--- src/rtl/pre_adder_sub_pipe.sv ---
// Pipelined D+B / D-B / bypass-B pre-adder with a carry/borrow flag, optional input and output stages and a valid pipeline.
// Define PRE_ADDER_SAT_EN to saturate the result on carry/borrow instead of wrapping.
module pre_adder_sub_pipe #(
  parameter int WIDTH   = 18,
  parameter int IN_REG  = 1,
  parameter int OUT_REG = 1
) (
  input  logic             clk,
  input  logic             rst,
  input  logic             ce_in,
  input  logic             ce_out,
  input  logic             in_valid,
  input  logic             opmode6,
  input  logic             opmode4,
  input  logic [WIDTH-1:0] d,
  input  logic [WIDTH-1:0] b,
  output logic [WIDTH-1:0] out,
  output logic             out_valid,
  output logic             carry
);

  logic [WIDTH-1:0] d_s, b_s;
  logic             op6_s, op4_s, vld_raw, vld_s;

  generate
    if (IN_REG != 0) begin : g_in
      logic [WIDTH-1:0] d_q, b_q;
      logic             op6_q, op4_q, vld_q;
      always_ff @(posedge clk) begin
        if (rst) begin
          d_q   <= '0;
          b_q   <= '0;
          op6_q <= 1'b0;
          op4_q <= 1'b0;
          vld_q <= 1'b0;
        end else if (ce_in) begin
          d_q   <= d;
          b_q   <= b;
          op6_q <= opmode6;
          op4_q <= opmode4;
          vld_q <= in_valid;
        end
      end
      assign d_s     = d_q;
      assign b_s     = b_q;
      assign op6_s   = op6_q;
      assign op4_s   = op4_q;
      assign vld_raw = vld_q;
    end else begin : g_in_wire
      assign d_s     = d;
      assign b_s     = b;
      assign op6_s   = opmode6;
      assign op4_s   = opmode4;
      assign vld_raw = in_valid;
    end
  endgenerate

  // A held input beat already taken by the output stage must not be taken again
  // while ce_in stays low; the flag clears on the next input-stage update.
  logic cons_q, cons_d;

  always_comb begin
    cons_d = cons_q;
    if (IN_REG == 0 || OUT_REG == 0) cons_d = 1'b0;
    else if (ce_in)                  cons_d = 1'b0;
    else if (ce_out && vld_raw)      cons_d = 1'b1;
  end

  always_ff @(posedge clk) begin
    if (rst) cons_q <= 1'b0;
    else     cons_q <= cons_d;
  end

  assign vld_s = vld_raw & ~cons_q;

  // Zero-extended WIDTH+1 arithmetic: the top bit is carry on add, borrow on sub.
  logic [WIDTH:0]   sum;
  logic [WIDTH-1:0] res_d;
  logic             cy_d;

  always_comb begin
    sum   = '0;
    res_d = b_s;
    cy_d  = 1'b0;
    if (op4_s) begin
      sum   = op6_s ? ({1'b0, d_s} - {1'b0, b_s}) : ({1'b0, d_s} + {1'b0, b_s});
      res_d = sum[WIDTH-1:0];
      cy_d  = sum[WIDTH];
`ifdef PRE_ADDER_SAT_EN
      if (cy_d) res_d = op6_s ? '0 : '1;
`endif
    end
  end

  generate
    if (OUT_REG != 0) begin : g_out
      logic [WIDTH-1:0] out_q;
      logic             carry_q, vld_q;
      always_ff @(posedge clk) begin
        if (rst) begin
          out_q   <= '0;
          carry_q <= 1'b0;
          vld_q   <= 1'b0;
        end else if (ce_out) begin
          out_q   <= res_d;
          carry_q <= cy_d;
          vld_q   <= vld_s;
        end
      end
      assign out       = out_q;
      assign carry     = carry_q;
      assign out_valid = vld_q;
    end else begin : g_out_wire
      assign out       = res_d;
      assign carry     = cy_d;
      assign out_valid = vld_s;
    end
  endgenerate

endmodule

--- config.mk ---
export PLATFORM = sky130hd
export DESIGN_NAME = pre_adder_sub_pipe
export DESIGN_NICKNAME = d
export VERILOG_FILES = /design/src/rtl/pre_adder_sub_pipe.sv
export SDC_FILE = /design/constraint.sdc
export NUM_CORES = 1
export LEC_CHECK = 0
export CORE_ASPECT_RATIO = 0.8
export CORE_UTILIZATION = 49
export CTS_CLUSTER_SIZE = 30
export DETAILED_ROUTE_END_ITERATION = 6
export PLACE_DENSITY = 0.77
export SLEW_MARGIN = 40
export SYNTH_ARGS = -nofsm -noshare
export SYNTH_HDL_FRONTEND = slang
export SYNTH_SLANG_ARGS = --single-unit
--- constraint.sdc ---
create_clock -name clk -period 3.8 [get_ports clk]
set_clock_uncertainty 0.1 [all_clocks]
set_input_delay 0.57 -clock clk [delete_from_list [all_inputs] [get_ports clk]]
set_output_delay 0.57 -clock clk [all_outputs]
set_load 0.005 [all_outputs]
==> Yosys cells after proc, flatten, opt, wreduce, memory -nomap -nowiden <==
Index checks and enable logic that the tools add are counted.
Widths: inputs -> output; s select.
{ "word_totals": {"reg_bits": 60, "word_cells": 18} }
{ "op_classes": {"reduce_logical": 2, "n_bitwise": 2, "muxes": 3, "addsub": 2} }
{ "ops": {"columns": ["op", "count"], "rows": [
  ["$add 18x18->19", 1],
  ["$mux 19", 1],
  ["$sub 18x18->19", 1],
  ["$mux 18", 1],
  ["$reduce_or 2->1", 1],
  ["$and 1x1->1", 1],
  ["$logic_and 1x1->1", 1],
  ["$mux 1", 1],
  ["$not 1->1", 1]
]} }

==> Longest topological paths before layout <==
{ "logic_depth": {"ltp_word": 3, "depth_mapped": 16, "mapped_depth_nobuf": 14} }

==> Worst setup path after synthesis <==
No wires, ideal clock.
{ "synth_timing": {"path_type": "register to register", "from": "register g_in.b_q[2] (netlist: b_s[2])", "to": "register g_out.out_q[13] (netlist: out[13])", "period_less_slack_ps": 3321, "n_path_buf": 2, "stages_incl_launch_ff": 17, "setup_slack_ps": 479, "required_ps": 3572, "t_arrival_ps": 3093, "setup_time_ps": 128, "path_cell_list": "dfxtp_1 > clkbuf_1 > nor4_1 > nand2b_1 > or4_1 > nor4_1 > nor2_1 > xnor2_1 > ha_1 > clkbuf_2 > nand3_1 > nor3_1 > o21ai_0 > nand3_1 > xor2_1 > a222oi_1 > nor2_1"} }
{ "synth_between": {"elab_chain_cells": 3, "word_cells_on_any_way": 4, "cone_classes": "add/sub: 2; mux: 2"} }
{ "synth_rtl": {"columns": ["item", "line", "rtl"], "rows": [
  ["start: declaration", "27", "logic [WIDTH-1:0] d_q, b_q;"],
  ["start signal: assignment", "32", "b_q <= '0;"],
  ["start signal: assignment", "38", "b_q <= b;"],
  ["$add 18x18->19 / $sub 18x18->19 (equally long branches)", "86", "sum = op6_s ? ({1'b0, d_s} - {1'b0, b_s}) : ({1'b0, d_s} + {1'b0, b_s});"],
  ["$mux 19 (*)", "86", null],
  ["$mux 18 (*)", "85", "if (op4_s) begin"],
  ["end signal: assignment", "105", "out_q <= res_d;"],
  ["end: declaration", "97", "logic [WIDTH-1:0] out_q;"]
]} }
Mark *: on every way between the ends. The rest lies on a longest branch, timed or not.
A chain may end at the register's enable or synchronous reset.

==> Worst setup path after layout <==
Same ends and word-level chain as after synthesis.

==> results by stage <==
Finish:
- Of the cells placed in the final design, the portion with a size suffix greater than 1 is under 10%.
- The area growth from synthesis to layout is 23.76%.
- The repair_antennas step left the layout with diodes totalling 0.
- The commonest non-fill, non-tap cell in the layout is sky130_fd_sc_hd__nor2_1.
- The number of filler instances in the final layout is 620.
- The number of nets in the layout is roughly 530.
- The top cell types in the final layout, fill and taps aside, are 80 x sky130_fd_sc_hd__nor2_1, 60 x sky130_fd_sc_hd__dfxtp_1, 60 x sky130_fd_sc_hd__clkdlybuf4s50_1.
- The share of the core filled with cells is 63.12%.

Clock tree:
- The clock reaches the later pin of the worst-skew pair after ~330 ps.
- The CTS tree is done.
- The total clock buffers created by CTS is 9.
- The largest buffer count on any clock path is 2.
- The number of clock sinks seen by CTS is 60.
- For this design, the CTS-stage hold fixing added 0 buffers.
- The H-tree generated during clock tree synthesis spans 3 levels.
- The tree is rooted in a sky130_fd_sc_hd__clkbuf_8.
- The clock transition at the register clock pins on the worst setup and hold paths after CTS is around 60 ps.

Power and ir drop:
- The clock network accounts for roughly 28% of the total power.
- In this run the power spent charging and discharging nets is approximately 0.00055 W.
- The overall power consumption is 0.001748 W.
- The switching part of the total is a little under a third.
- Sequential cells account for 40.6% of the total power.
- The peak supply drop is about 0.22 mV.
- The portion of total power attributed to combinational logic is a little under a third.
- In this run the power density over the cells is 397.8 mW/mm^2.
- The internal power contribution is between 0.001 and 0.0015 W.
- For this design the static power due to leakage is 1.828 nW.

Timing:
- At the pin with the least slew margin, the transition time is about 660 ps.
- The number of hold-slack violations in the final timing report is 0.
- The max-slew violation total from the final report was 0.
- The worst slew margin relative to its limit is around 56%.
- The worst-case hold slack is roughly 370 ps.
- Setup repair after global routing left no endpoint under its margin.
- Setup total negative slack on the finished layout was measured at 0 ps.
- The maximum frequency from static timing analysis is 286.7 MHz.
- The routed design could run at a clock period as short as roughly 3500 ps.
- Setup violations remaining at the end of the flow were counted as 0.
- The share of the clock period used by the worst path after layout is 91.77%.

Routing:
- After the first detailed-routing iteration, the DRC count stood at about 270.
- Once detail routing completed, the nets flagged for antenna violations numbered 0.
- The mean routed wirelength per cell is 15.44 um.
- The mean number of vias per cell is ~5.6.
- The number of iterations in the first detailed-routing pass is 6.
- In the routed design, unresolved DRC markers number 0.
- Wires add up to 8648 um.
- The total number of vias is 3157.

Place:
- The half-perimeter wire length after placement is between 6000 and 7000 um.
- During placement, the flow inserted port buffers numbering between 60 and 70.
- The congestion estimate from routability-driven global placement came to 0.9302.

Die:
- The floorplan step defined a die boundary enclosing 0.007591 sq mm.
- The number of primary I/O pins is 63.
- The standard-cell row count is 27.
- The starting utilization of the core area is between 50% and 60%.
- The height of the chip is between 70 and 80 um.
- The area of the core is approximately 0.0070 sq mm.
- The die width is slightly below 100 um.

Critical path:
- The most critical setup path has its startpoint at b_s[2].
- The maximum fanout encountered on the critical timing path is 7.
- In this run the register-to-register setup slack is around 310 ps.
- The worst-case reg-to-reg path depth is 14.
- In this run the critical register-to-register path is launched from b_s[2].
- The destination of the worst register-to-register timing path is out[13].
- The element type at the critical path start is a flip-flop.
- For the worst setup path, the data required time is a little under 4000 ps.
- The data arrival at the endpoint of the critical path is 3580 ps.
- The critical path in this run is classified as flip-flop to flip-flop.
- The critical path endpoint category is a flip-flop.

Status:
- The flow ran to the end, and the final reports show no timing, DRC or antenna violations.

Synth:
- The simple-gate share of the synthesized area is a little under a fifth.
- The number of enable-type register cells in the synthesized netlist is 0.
- In this run the mean area of a mapped cell was between 8 and 9 sq um.
- The number of warning messages in the yosys log is 0.
- Multiplexer cells account for between 10% and 20% of the synthesized area.
- The post-synthesis cell area is around 0.0035 sq mm.
- After synthesis, the largest family of logic cells by area is simple AND/OR/NAND/NOR gates.
- The proportion of synthesized flip-flops having asynchronous set or reset is 0%.
- The portion of synthesized cell area occupied by the leading cell type is about a third.
- The cell type contributing the most total cell area after synthesis is sky130_fd_sc_hd__dfxtp_1.
- Yosys attributes the largest share of cell area to sky130_fd_sc_hd__dfxtp_1 34%, sky130_fd_sc_hd__mux2i_1 14%, sky130_fd_sc_hd__nor2_1 8.5%, sky130_fd_sc_hd__ha_1 6.7%, sky130_fd_sc_hd__xnor2_1 5.7%.
- The synthesized netlist contains 47 unique library cells.
- Summing the areas of all compound-gate instances in the mapped netlist gives 15.93% of the synthesized area.
- The share of the Yosys chip area taken by registers is around a third.
- The synthesized net count is 481.
- Synthesis produced a netlist whose cell count is 418.
- After Yosys synthesis, XOR and XNOR cells account for 7.155% of the synthesized area.
- The area share of fa/ha/maj cells after synthesis is a little over 7%.
- The dominant synthesized flop cell is sky130_fd_sc_hd__dfxtp_1.
- The post-synthesis register bit count is 60.

Worst hold path:
- The worst-case hold path end point is out_valid.
- The worst min-delay path class is flip-flop to flip-flop.
- The worst hold path depth is 2.
- In this run the most critical hold path is launched from out_valid.

Flow run:
- The number of violations of the max-capacitance limit is 0.

Global route:
- For this run the aggregate overflow at the end of global routing stands at 0.
- The aggregate global-route resource usage is 23.84%.
- Entering global routing, the biggest net connects slightly above 40 pins.
- The number of antenna violations at the first check in global routing is 0.
- The global-route wire length before repair is between 10000 and 15000 um.
- The number of global-route vias before repair is 2875.
[per-layer routing]
| layer | share of wire, % | routed length (um) | vias up | track usage (%) |
|---|---|---|---|---|
| li1 | - | - | 1589 | - |
| met1 | 53 | 4602 | 1460 | 35.80 |
| met2 | 40 | 3483 | 100 | 34.15 |
| met3 | 5.6 | 485 | 8 | 4.809 |
| met4 | 0.88 | 76 | 0 | 6.418 |
| met5 | 0 | 0 | - | 0 |
[state kept, by name, summed over array words and instances, names as in the netlist]
register / count
g_in.op6_q: 1
g_in.op4_q: 1
out_valid: 1
cons_q: 1
out: 18
b_s: 18
carry: 1
d_s: 18
g_in.vld_q: 1
[kinds of logic after synthesis]
group,count (synthesis)
muxes,49
buffers and inverters,36
AOI/OAI and AO/OA,84
adders and majority gates,20
xor gates and xnor gates,29
and+or+nand+nor,140
DFF,60
[synthesized netlist by cell type (2+ instances only)]
cell	count
sky130_fd_sc_hd__a211oi_1	11
sky130_fd_sc_hd__a21o_1	7
sky130_fd_sc_hd__a21oi_1	23
sky130_fd_sc_hd__a221oi_1	2
sky130_fd_sc_hd__a22oi_1	2
sky130_fd_sc_hd__a31oi_1	9
sky130_fd_sc_hd__and2_1	2
sky130_fd_sc_hd__and3_1	3
sky130_fd_sc_hd__buf_1	2
sky130_fd_sc_hd__clkbuf_1	23
sky130_fd_sc_hd__dfxtp_1	60
sky130_fd_sc_hd__ha_1	19
sky130_fd_sc_hd__inv_1	9
sky130_fd_sc_hd__mux2i_1	49
sky130_fd_sc_hd__nand2_1	12
sky130_fd_sc_hd__nand2b_1	5
sky130_fd_sc_hd__nand3_1	7
sky130_fd_sc_hd__nand3b_1	2
sky130_fd_sc_hd__nor2_1	80
sky130_fd_sc_hd__nor2b_1	4
sky130_fd_sc_hd__nor3_1	12
sky130_fd_sc_hd__nor3b_1	4
sky130_fd_sc_hd__nor4_1	4
sky130_fd_sc_hd__o211ai_1	2
sky130_fd_sc_hd__o21ai_0	9
sky130_fd_sc_hd__o21bai_1	2
sky130_fd_sc_hd__o22ai_1	3
sky130_fd_sc_hd__o2bb2ai_1	2
sky130_fd_sc_hd__o311ai_0	4
sky130_fd_sc_hd__xnor2_1	23
sky130_fd_sc_hd__xor2_1	6
[how the worst max path moves through the flow]
stage	endpoint	slack, ps
floorplan	out[13]	480
global placement	out[14]	310
detailed placement	carry	200
CTS	out[13]	180
global route	carry	20
finish	out[13]	310
[stage by stage]
stage,cell area [sq um],instances,worst slack (ps)
after floorplan,3550,418,479.1
after global placement,4200,545,311.1
after detailed placement,4203,545,198.4
after CTS,4372,560,175.7
after global routing,4393,560,21.52
final,4393,560,312.6
[layout make-up]
class	count	area [sq um]	area share [%]
multi-input combinational	322	2233	50.84
sequential	60	1201	27.34
timing repair buffer	66	643.1	14.64
clock buffer	13	158.9	3.617
tap	87	108.9	2.478
inverter	10	37.54	0.8545
clock inverter	2	10.01	0.2279
[power groups by stage]
stage / clock network (W) / logic, W / registers (W)
floorplan: 0 / 0.000385 / 0.000706
global placement: 0 / 0.000521 / 0.000720
detailed placement: 0 / 0.000531 / 0.000721
CTS: 0.000511 / 0.000534 / 0.000708
global route: 0.000542 / 0.000595 / 0.000715
finish: 0.000497 / 0.000541 / 0.000710
[repair_timing]
| item | CTS | global route |
|---|---|---|
| buffers inserted | 0 | 0 |
| resized for setup | 0 | 3 |
| endpoints found under the setup margin | 0 | 6 |
| hold endpoints to repair | 0 | 0 |
[critical path: stages (launching register included)]
cell and delay, ps:
sky130_fd_sc_hd__dfxtp_1 400, sky130_fd_sc_hd__nor4_4 340, sky130_fd_sc_hd__nand2b_1 100, sky130_fd_sc_hd__or4_1 470, sky130_fd_sc_hd__nor4_1 190, sky130_fd_sc_hd__nor2_1 80, sky130_fd_sc_hd__xnor2_1 130, sky130_fd_sc_hd__ha_1 400
sky130_fd_sc_hd__nand3_1 160, sky130_fd_sc_hd__nor3_1 210, sky130_fd_sc_hd__o21ai_0 140, sky130_fd_sc_hd__nand3_1 180, sky130_fd_sc_hd__xor2_1 90, sky130_fd_sc_hd__a222oi_1 310, sky130_fd_sc_hd__nor2_1 60
Power figures use the tool's default switching activity.
